===== src/rtl/median_result_writer.sv =====
// Write-back stage for the median filter: buffers {address, pixel} pairs in a
// small FIFO and drains them to frame memory over a req/ack handshake.
module median_result_writer #(
  parameter int DATA_W     = 8,
  parameter int ADDR_W     = 19,
  parameter int FIFO_DEPTH = 16,
  parameter int LAST_ADDR  = 307199
) (
  input  logic                            clk,
  input  logic                            rst,
  input  logic [DATA_W-1:0]               in_pixel,
  input  logic [ADDR_W-1:0]               in_address,
  input  logic                            in_valid,
  output logic [ADDR_W-1:0]               mem_addr,
  output logic [DATA_W-1:0]               mem_data,
  output logic                            mem_we,
  input  logic                            mem_ack,
  output logic                            frame_done,
  output logic [ADDR_W-1:0]               wr_count,
  output logic [$clog2(FIFO_DEPTH):0]     fifo_level,
  output logic                            overflow,
  output logic                            busy
);

  localparam int PTR_W = $clog2(FIFO_DEPTH);
  localparam int LVL_W = PTR_W + 1;

  typedef enum logic {IDLE, WRITE} state_t;

  state_t state, next_state;

  logic [ADDR_W+DATA_W-1:0] fifo_mem [FIFO_DEPTH];
  logic [PTR_W-1:0]         wr_ptr, rd_ptr;
  logic                     full, not_empty, pop, push, ack_accept;

  assign full       = (fifo_level == LVL_W'(FIFO_DEPTH));
  assign not_empty  = (fifo_level != '0);
  assign ack_accept = (state == WRITE) && mem_ack;
  // The output register is refilled whenever it is free or being freed.
  assign pop        = not_empty && ((state == IDLE) || ack_accept);
  assign push       = in_valid && (!full || pop);

  // NOTE: sequential state uses non-blocking (<=) so every register samples
  // pre-edge values regardless of process evaluation order.
  always_ff @(posedge clk or posedge rst) begin
    if (rst) state <= IDLE;
    else     state <= next_state;
  end

  // NOTE: next_state gets a default before the case so no path leaves it
  // unassigned, which would otherwise infer a latch.
  always_comb begin
    next_state = state;
    case (state)
      IDLE:    if (not_empty) next_state = WRITE;
      WRITE:   if (mem_ack && !not_empty) next_state = IDLE;
      default: next_state = IDLE;
    endcase
  end

  always_comb begin
    mem_we = (state == WRITE);
    busy   = not_empty | mem_we;
  end

  // NOTE: the storage array has no reset; emptiness is tracked by the
  // pointers and level alone, so stale contents are never observed.
  always_ff @(posedge clk) begin
    if (push) fifo_mem[wr_ptr] <= {in_address, in_pixel};
  end

  always_ff @(posedge clk or posedge rst) begin
    if (rst) begin
      wr_ptr     <= '0;
      rd_ptr     <= '0;
      fifo_level <= '0;
      overflow   <= 1'b0;
    end else begin
      if (push) wr_ptr <= wr_ptr + 1'b1;
      if (pop)  rd_ptr <= rd_ptr + 1'b1;
      if (push && !pop)      fifo_level <= fifo_level + 1'b1;
      else if (pop && !push) fifo_level <= fifo_level - 1'b1;
      if (in_valid && !push) overflow <= 1'b1;
    end
  end

  always_ff @(posedge clk or posedge rst) begin
    if (rst) begin
      mem_addr <= '0;
      mem_data <= '0;
    end else if (pop) begin
      {mem_addr, mem_data} <= fifo_mem[rd_ptr];
    end
  end

  always_ff @(posedge clk or posedge rst) begin
    if (rst) begin
      wr_count   <= '0;
      frame_done <= 1'b0;
    end else begin
      frame_done <= ack_accept && (mem_addr == ADDR_W'(LAST_ADDR));
      if (ack_accept) begin
        if (mem_addr == ADDR_W'(LAST_ADDR)) wr_count <= '0;
        else                                wr_count <= wr_count + 1'b1;
      end
    end
  end

endmodule


===== config.mk =====
export PLATFORM = sky130hd
export DESIGN_NAME = median_result_writer
export DESIGN_NICKNAME = d
export VERILOG_FILES = /design/src/rtl/median_result_writer.sv
export SDC_FILE = /design/constraint.sdc
export NUM_CORES = 1
export LEC_CHECK = 0
export CAP_MARGIN = 40
export CORE_MARGIN = 10
export CORE_UTILIZATION = 35
export CTS_BUF_LIST = sky130_fd_sc_hd__clkbuf_16
export DETAILED_ROUTE_END_ITERATION = 7
export PLACE_DENSITY = 0.59
export SETUP_SLACK_MARGIN = 0.05
export SLEW_MARGIN = 5
export SYNTH_ARGS = -nofsm -noshare
export SYNTH_HDL_FRONTEND = slang
export SYNTH_SLANG_ARGS = --single-unit

===== constraint.sdc =====
create_clock -name clk -period 4.38 [get_ports clk]
set_input_delay 0.657 -clock clk [delete_from_list [all_inputs] [get_ports clk]]
set_output_delay 0.657 -clock clk [all_outputs]
set_load 0.1 [all_outputs]

Yosys cells after proc, flatten, opt, wreduce, memory -nomap -nowiden:

Memory sizes are Yosys's and may differ from the RTL's. A register that Yosys moved wholly into a read port is not among the register bits.
Index checks and enable logic that the tools add are counted.

* add/subtract/negate cells: 5
* eq/ne operators: 2
* muxes and demuxes: 8
* bitwise logic cells: 2
* reductions and logical operators: 16

Operators by type and width (number)
* adder 19 x 1 -> 19 bit, second input constant: 1
* == test 19 bit, second input constant: 1
* two-way mux 19 bit: 1
* two-way mux 5 bit: 2
* adder 4 x 1 -> 4 bit, second input constant: 2
* logical AND 1 bit: 8
* adder 5 x 1 -> 5 bit, second input constant: 1
* == test 5 bit, second input constant: 1
* nonzero test 5 bit: 1
* subtractor 5 x 1 -> 5 bit, second input constant: 1
* logical NOT 1 bit: 4
* two-way mux 1 bit: 4
* logical OR 1 bit: 2
* one-hot mux 1 bit (2 select lines): 1
* nonzero test 2 bit: 1
* inverter 1 bit: 1
* bitwise OR 1 bit: 1

* register bits after elaboration: 35
* bits in writable memories: 432
* input bits: 31
* output and inout bits: 55
* logic and storage cells: 41
* memories: 1

Memory list
* fifo_mem: words 16, bits a word 27, rd ports 1, clocked after Yosys merged registers in 1, wr ports 1, line 32 `logic [ADDR_W+DATA_W-1:0] fifo_mem [FIFO_DEPTH];`

Longest topological paths before layout:

* word-level depth: 9
* depth in mapped cells: 11

Worst setup path after synthesis:

No wires, ideal clock.

* path kind: reg2reg
* from: register fifo_level[0]
* to: memory fifo_mem[0][0] in the netlist's numbering, enable pin
* arrival: 4.167 ns
* data required time: 3.901 ns
* path slack: -0.266 ns
* cell stages (with the launch flop): 5
* path buffers: 1
* clock period less this slack: 4.646 ns
* path through: dfrtp_1 > or4_1 > clkbuf_1 > o21ai_1 > nor4_1

* longest elaborated chain between the ends: 6

RTL lines
* start, declared: line 20 `output logic [$clog2(FIFO_DEPTH):0] fifo_level,`
* start signal, assigned: line 81 `if (push && !pop) fifo_level <= fifo_level + 1'b1;`
* start signal, assigned: line 82 `else if (pop && !push) fifo_level <= fifo_level - 1'b1;`
* == test 5 bit / nonzero test 5 bit (equally long branches): line 36, 37
* logical NOT 1 bit / logical AND 1 bit (equally long branches): line 41, 40
* logical OR 1 bit (*): line 41 `assign push = in_valid && (!full || pop);`
* logical AND 1 bit (*): line 41
* two-way mux 1 bit (*): line 69 `if (push) fifo_mem[wr_ptr] <= {in_address, in_pixel};`
* two-way mux 1 bit (not written as such) (*): line 69
* end, declared: line 32

Mark *: on every way between the ends. The rest lies on a longest branch, timed or not.

Worst setup path in the final report:

* from: register fifo_level[0]
* to: register fifo_level[4]

* longest elaborated chain between the ends: 7

RTL lines
* == test 5 bit / nonzero test 5 bit (equally long branches): line 36, 37
* logical NOT 1 bit / logical AND 1 bit (equally long branches): line 41, 40
* logical OR 1 bit (*): line 41
* logical AND 1 bit (*): line 41
* named net push: line 34 `logic full, not_empty, pop, push, ack_accept;`
* logical NOT 1 bit: line 82
* logical AND 1 bit: line 82
* nonzero test 2 bit (no line)

The timed path passes the listed nets; every way through them passes the cells marked *. The select of a mux whose other input is x is not followed.
A chain may end at the register's enable or synchronous reset.

==> summary.md <==
Run status
* result of the run: finished clean

Clocking
* # clock sinks: 494
* buffers from clock root to sink, at most: 3
* cts repair resizes: 0
* clock root buffer master: clkbuf_16
* CTS clock-pin slew for the worst setup and hold paths: 0.06 ns
* post-CTS setup-driven buffer insertion count: 0
* clock latency at the later pin of the worst-skew pair: 0.59 ns
* CTS tree: built
* count of hold-fix buffers inserted at cts: 0
* TritonCTS buffer count: 50
* CTS HTree Levels: 2

Timing
* minimum clock period: 3.414 ns
* unrepaired setup endpoints after global routing: no
* final worst path period share: 77.94%
* maximum clock frequency: 292.9 MHz
* Setup-failing EPs final: 0
* measured slew at the worst slew-check pin: 0.8351 ns
* final number of hold-violating endpoints: 0
* Max Clock Skew: 0.01691 ns
* final slew viol count: 0
* Relative slew margins: 44.33%

Floorplanning
* die height: 254.6 um
* chip width: 254.6 um
* core outline area: 54130 um^2
* die outline area: 64830 um^2
* initial cell density of the core: 35.59%
* total I/O pin count: 86
* Std-Cell Rows: 85

Cells and area
* area added between synthesis and finish: 24.39%
* count of nets after finishing: 1262
* final-layout fill cell count: 4566
* share of layout cells above drive strength 1: 19.65%
* post-route core utilization: 44.27%
* count of inserted antenna diode cells: 0

Global route
* met2 track demand over resource in global routing: 22.67%
* number of antenna violations at the first check in global routing: 0
* global routing usage summed across all routing layers: 13.88%
* vias in the first global route: 10610
* largest net degree at the start of global routing: 79
* met3 layer usage reported by global route: 3.084%
* global-route wire length before repair: 67620 um
* grt met1 use: 18.29%
* overflow left after global routing: 0
* most used routing layer: met2

Worst setup path
* worst-path cell with the longest stage delay: or4_1
* most repeated library cell on the critical path: ha_1
* data arrival time at the worst-slack endpoint: 3.92 ns
* Worst Path Required: 4.89 ns
* crit path launch type: flip-flop
* ordered list of cells on the worst path: or4_1, o21ai_1, inv_2, ha_1, inv_1, ha_1, a21o_1, a21oi_1, mux2i_1, xnor2_1
* sort of element at the end of the critical path: flip-flop
* Worst path top cell family by delay: compound AO/OA/AOI/OAI gates
* Crit path largest cell delay: 0.66 ns
* type of the worst setup path: reg -> reg
* Critical path buffers and inverters: 2
* maximum fanout encountered on the critical timing path: 8

Power and ir drop
* total design power: 16.70 mW
* Pleak: 8.241 nW
* IR drop worst, VDD: 0.4064 mV
* Power Dens Cells: 697.0 nW/um^2

Synth
* synthesized netlist net count: 1093
* number of unique standard cell types used by synthesis: 42
* Netlist Area Pre-Place: 19270 um^2
* cells after synthesis: 1051
* number of flops mapped to enable cells by yosys: 432
* register area share after synthesis: 75.39%
* commonest register cell after synthesis: edfxtp_1
* YS warnings: 0
* Synth async-reset ratio: 12.55%
* mean instance size in the synthesized netlist: 18.33 um^2
* Synth Register Bits: 494

Placed design
* HPWL reported at the end of detailed placement: 27180 um
* count of buffers inserted at the top-level ports: 85
* RD Place Congestion: 0.7643

Detailed routing
* remaining antenna violation count: 0
* First-pass DRT Iterations: 5
* routed length per instance: 22.84 um
* number of remaining DRC errors: 0
* total wirelength of the detailed-routed design: 44710 um
* Vias per Instance: 5.227
* via count: 10240
* First DRT Iteration DRCs: 739

Min path
* class of the tightest hold or removal check: in -> async

Job
* count of maximum capacitance violations: 0

==> sequential cells by signal, summed over array words and instances (netlist names) <==
signal / flops
fifo_level: 5
wr_ptr: 4
mem_we: 1
mem_addr: 19
fifo_mem: 432
wr_count: 19
mem_data: 8
rd_ptr: 4
frame_done: 1
overflow: 1
==> cells by family (layout without fill, tap and decap cells) <==
kind of cell,after synthesis,after routing,synth area share [%]
and+or+nand+nor,121,121,3.215
DFF,494,494,75.39
AOI/OAI and AO/OA,170,170,5.949
muxes,163,163,12.38
buffers and inverters,78,289,1.682
adders and majority gates,11,11,0.7533
xor gates and xnor gates,14,14,0.6365
==> power breakdown <==
part	switching (mW)	internal, mW
Clock	1.75	2.26
Combinational	3.70	2.64
Sequential	0.598	5.76
Total	6.05	10.7
==> area by class of cell <==
type / count / area (um^2) / area share, %
sequential: 494 / 14540 / 60.65
clock buffer: 50 / 1251 / 5.221
timing repair buffer: 177 / 2425 / 10.12
tap: 696 / 870.8 / 3.634
clock inverter: 44 / 294.0 / 1.227
inverter: 18 / 68.82 / 0.2871
multi-input combinational: 479 / 4521 / 18.86
==> routing by layer <==
metal	part of all wire, %	wire length (um)
met1	44	19510
met2	48	21500
met3	6.2	2771
met4	2.1	927
met5	0	0
==> worst register-to-register path, stage by stage, from the launching register on <==
cell     delay, ns
dfrtp_1       0.45
or4_1         0.66
o21ai_1       0.61
inv_2         0.20
ha_1          0.25
inv_1         0.15
ha_1          0.29
a21o_1        0.17
a21oi_1       0.18
mux2i_1       0.25
xnor2_1       0.13
==> per-stage QoR <==
stage / instances / hold slack, ns / setup WS [ns] / cell area, um^2 / setup TNS, ns
6_report: 1958 / 0.3610 / 0.9663 / 23970 / 0
5_1_grt: 1958 / 0.3869 / 0.7144 / 23970 / 0
2_1_floorplan: 1051 / 0.5742 / -0.2660 / 19270 / -28.71
4_1_cts: 1958 / 0.3458 / 0.9344 / 23970 / 0
3_3_place_gp: 1803 / 0.4668 / 0.8218 / 21090 / 0
3_5_place_dp: 1864 / 0.4695 / 0.7738 / 22420 / 0
==> cell usage after synthesis (4+ instances only) <==
cell type	instances	share of area (%)
inv_1	17	0.33
or4_1	6	0.23
a21oi_1	34	0.88
or3_1	5	0.16
o31ai_1	29	1.1
mux2i_1	101	5.2
and2_1	4	0.13
clkbuf_1	33	0.64
nand3_1	7	0.18
nor2_1	16	0.31
o21ai_0	15	0.39
a211oi_1	27	1.1
mux4_2	60	7.0
nand2_1	42	0.82
a21o_1	5	0.19
nor4_1	10	0.32
edfxtp_1	432	67
nand2b_1	5	0.16
xnor2_1	13	0.59
o221ai_1	25	1.1
nor3_1	7	0.18
nand4_1	7	0.23
dfrtp_1	62	8.1
o22ai_1	28	0.91
buf_2	25	0.65
o211ai_1	4	0.16
ha_1	10	0.65
==> path summary, 6_finish.rpt <==
| check | startpoint | endpoint | slack, ns | cells past startpoint |
|---|---|---|---|---|
| max | fifo_level[0] | fifo_level[4] | 0.97 | 10 |
| min | rst | wr_count[2] | 0.36 | 2 |
| max reg2reg | fifo_level[0] | fifo_level[4] | 0.97 | 10 |
| min reg2reg | mem_data[7] | mem_data[7] | 0.47 | 2 |
| max in group asynchronous | rst | fifo_level[1] | 3.13 | 4 |
| min in group clk | mem_data[7] | mem_data[7] | 0.47 | 2 |
==> layout by cell type (no fill, tap or decap), types with 7 or more instances in the layout <==
cell	n
buf_16	33
a21oi_1	34
o21ai_0	15
a211oi_1	27
dfrtp_1	59
clkdlybuf4s50_1	85
inv_1	33
o31ai_1	29
clkbuf_16	50
nand3_1	7
edfxtp_1	432
ha_1	10
nand4_1	7
o22ai_1	28
nor2_1	12
mux2i_1	101
clkinv_2	7
buf_8	25
buf_4	30
mux4_2	60
nand2_1	41
xnor2_1	13
o221ai_1	25
clkinv_1	10
Note: power is estimated with default switching activity, not from simulation.
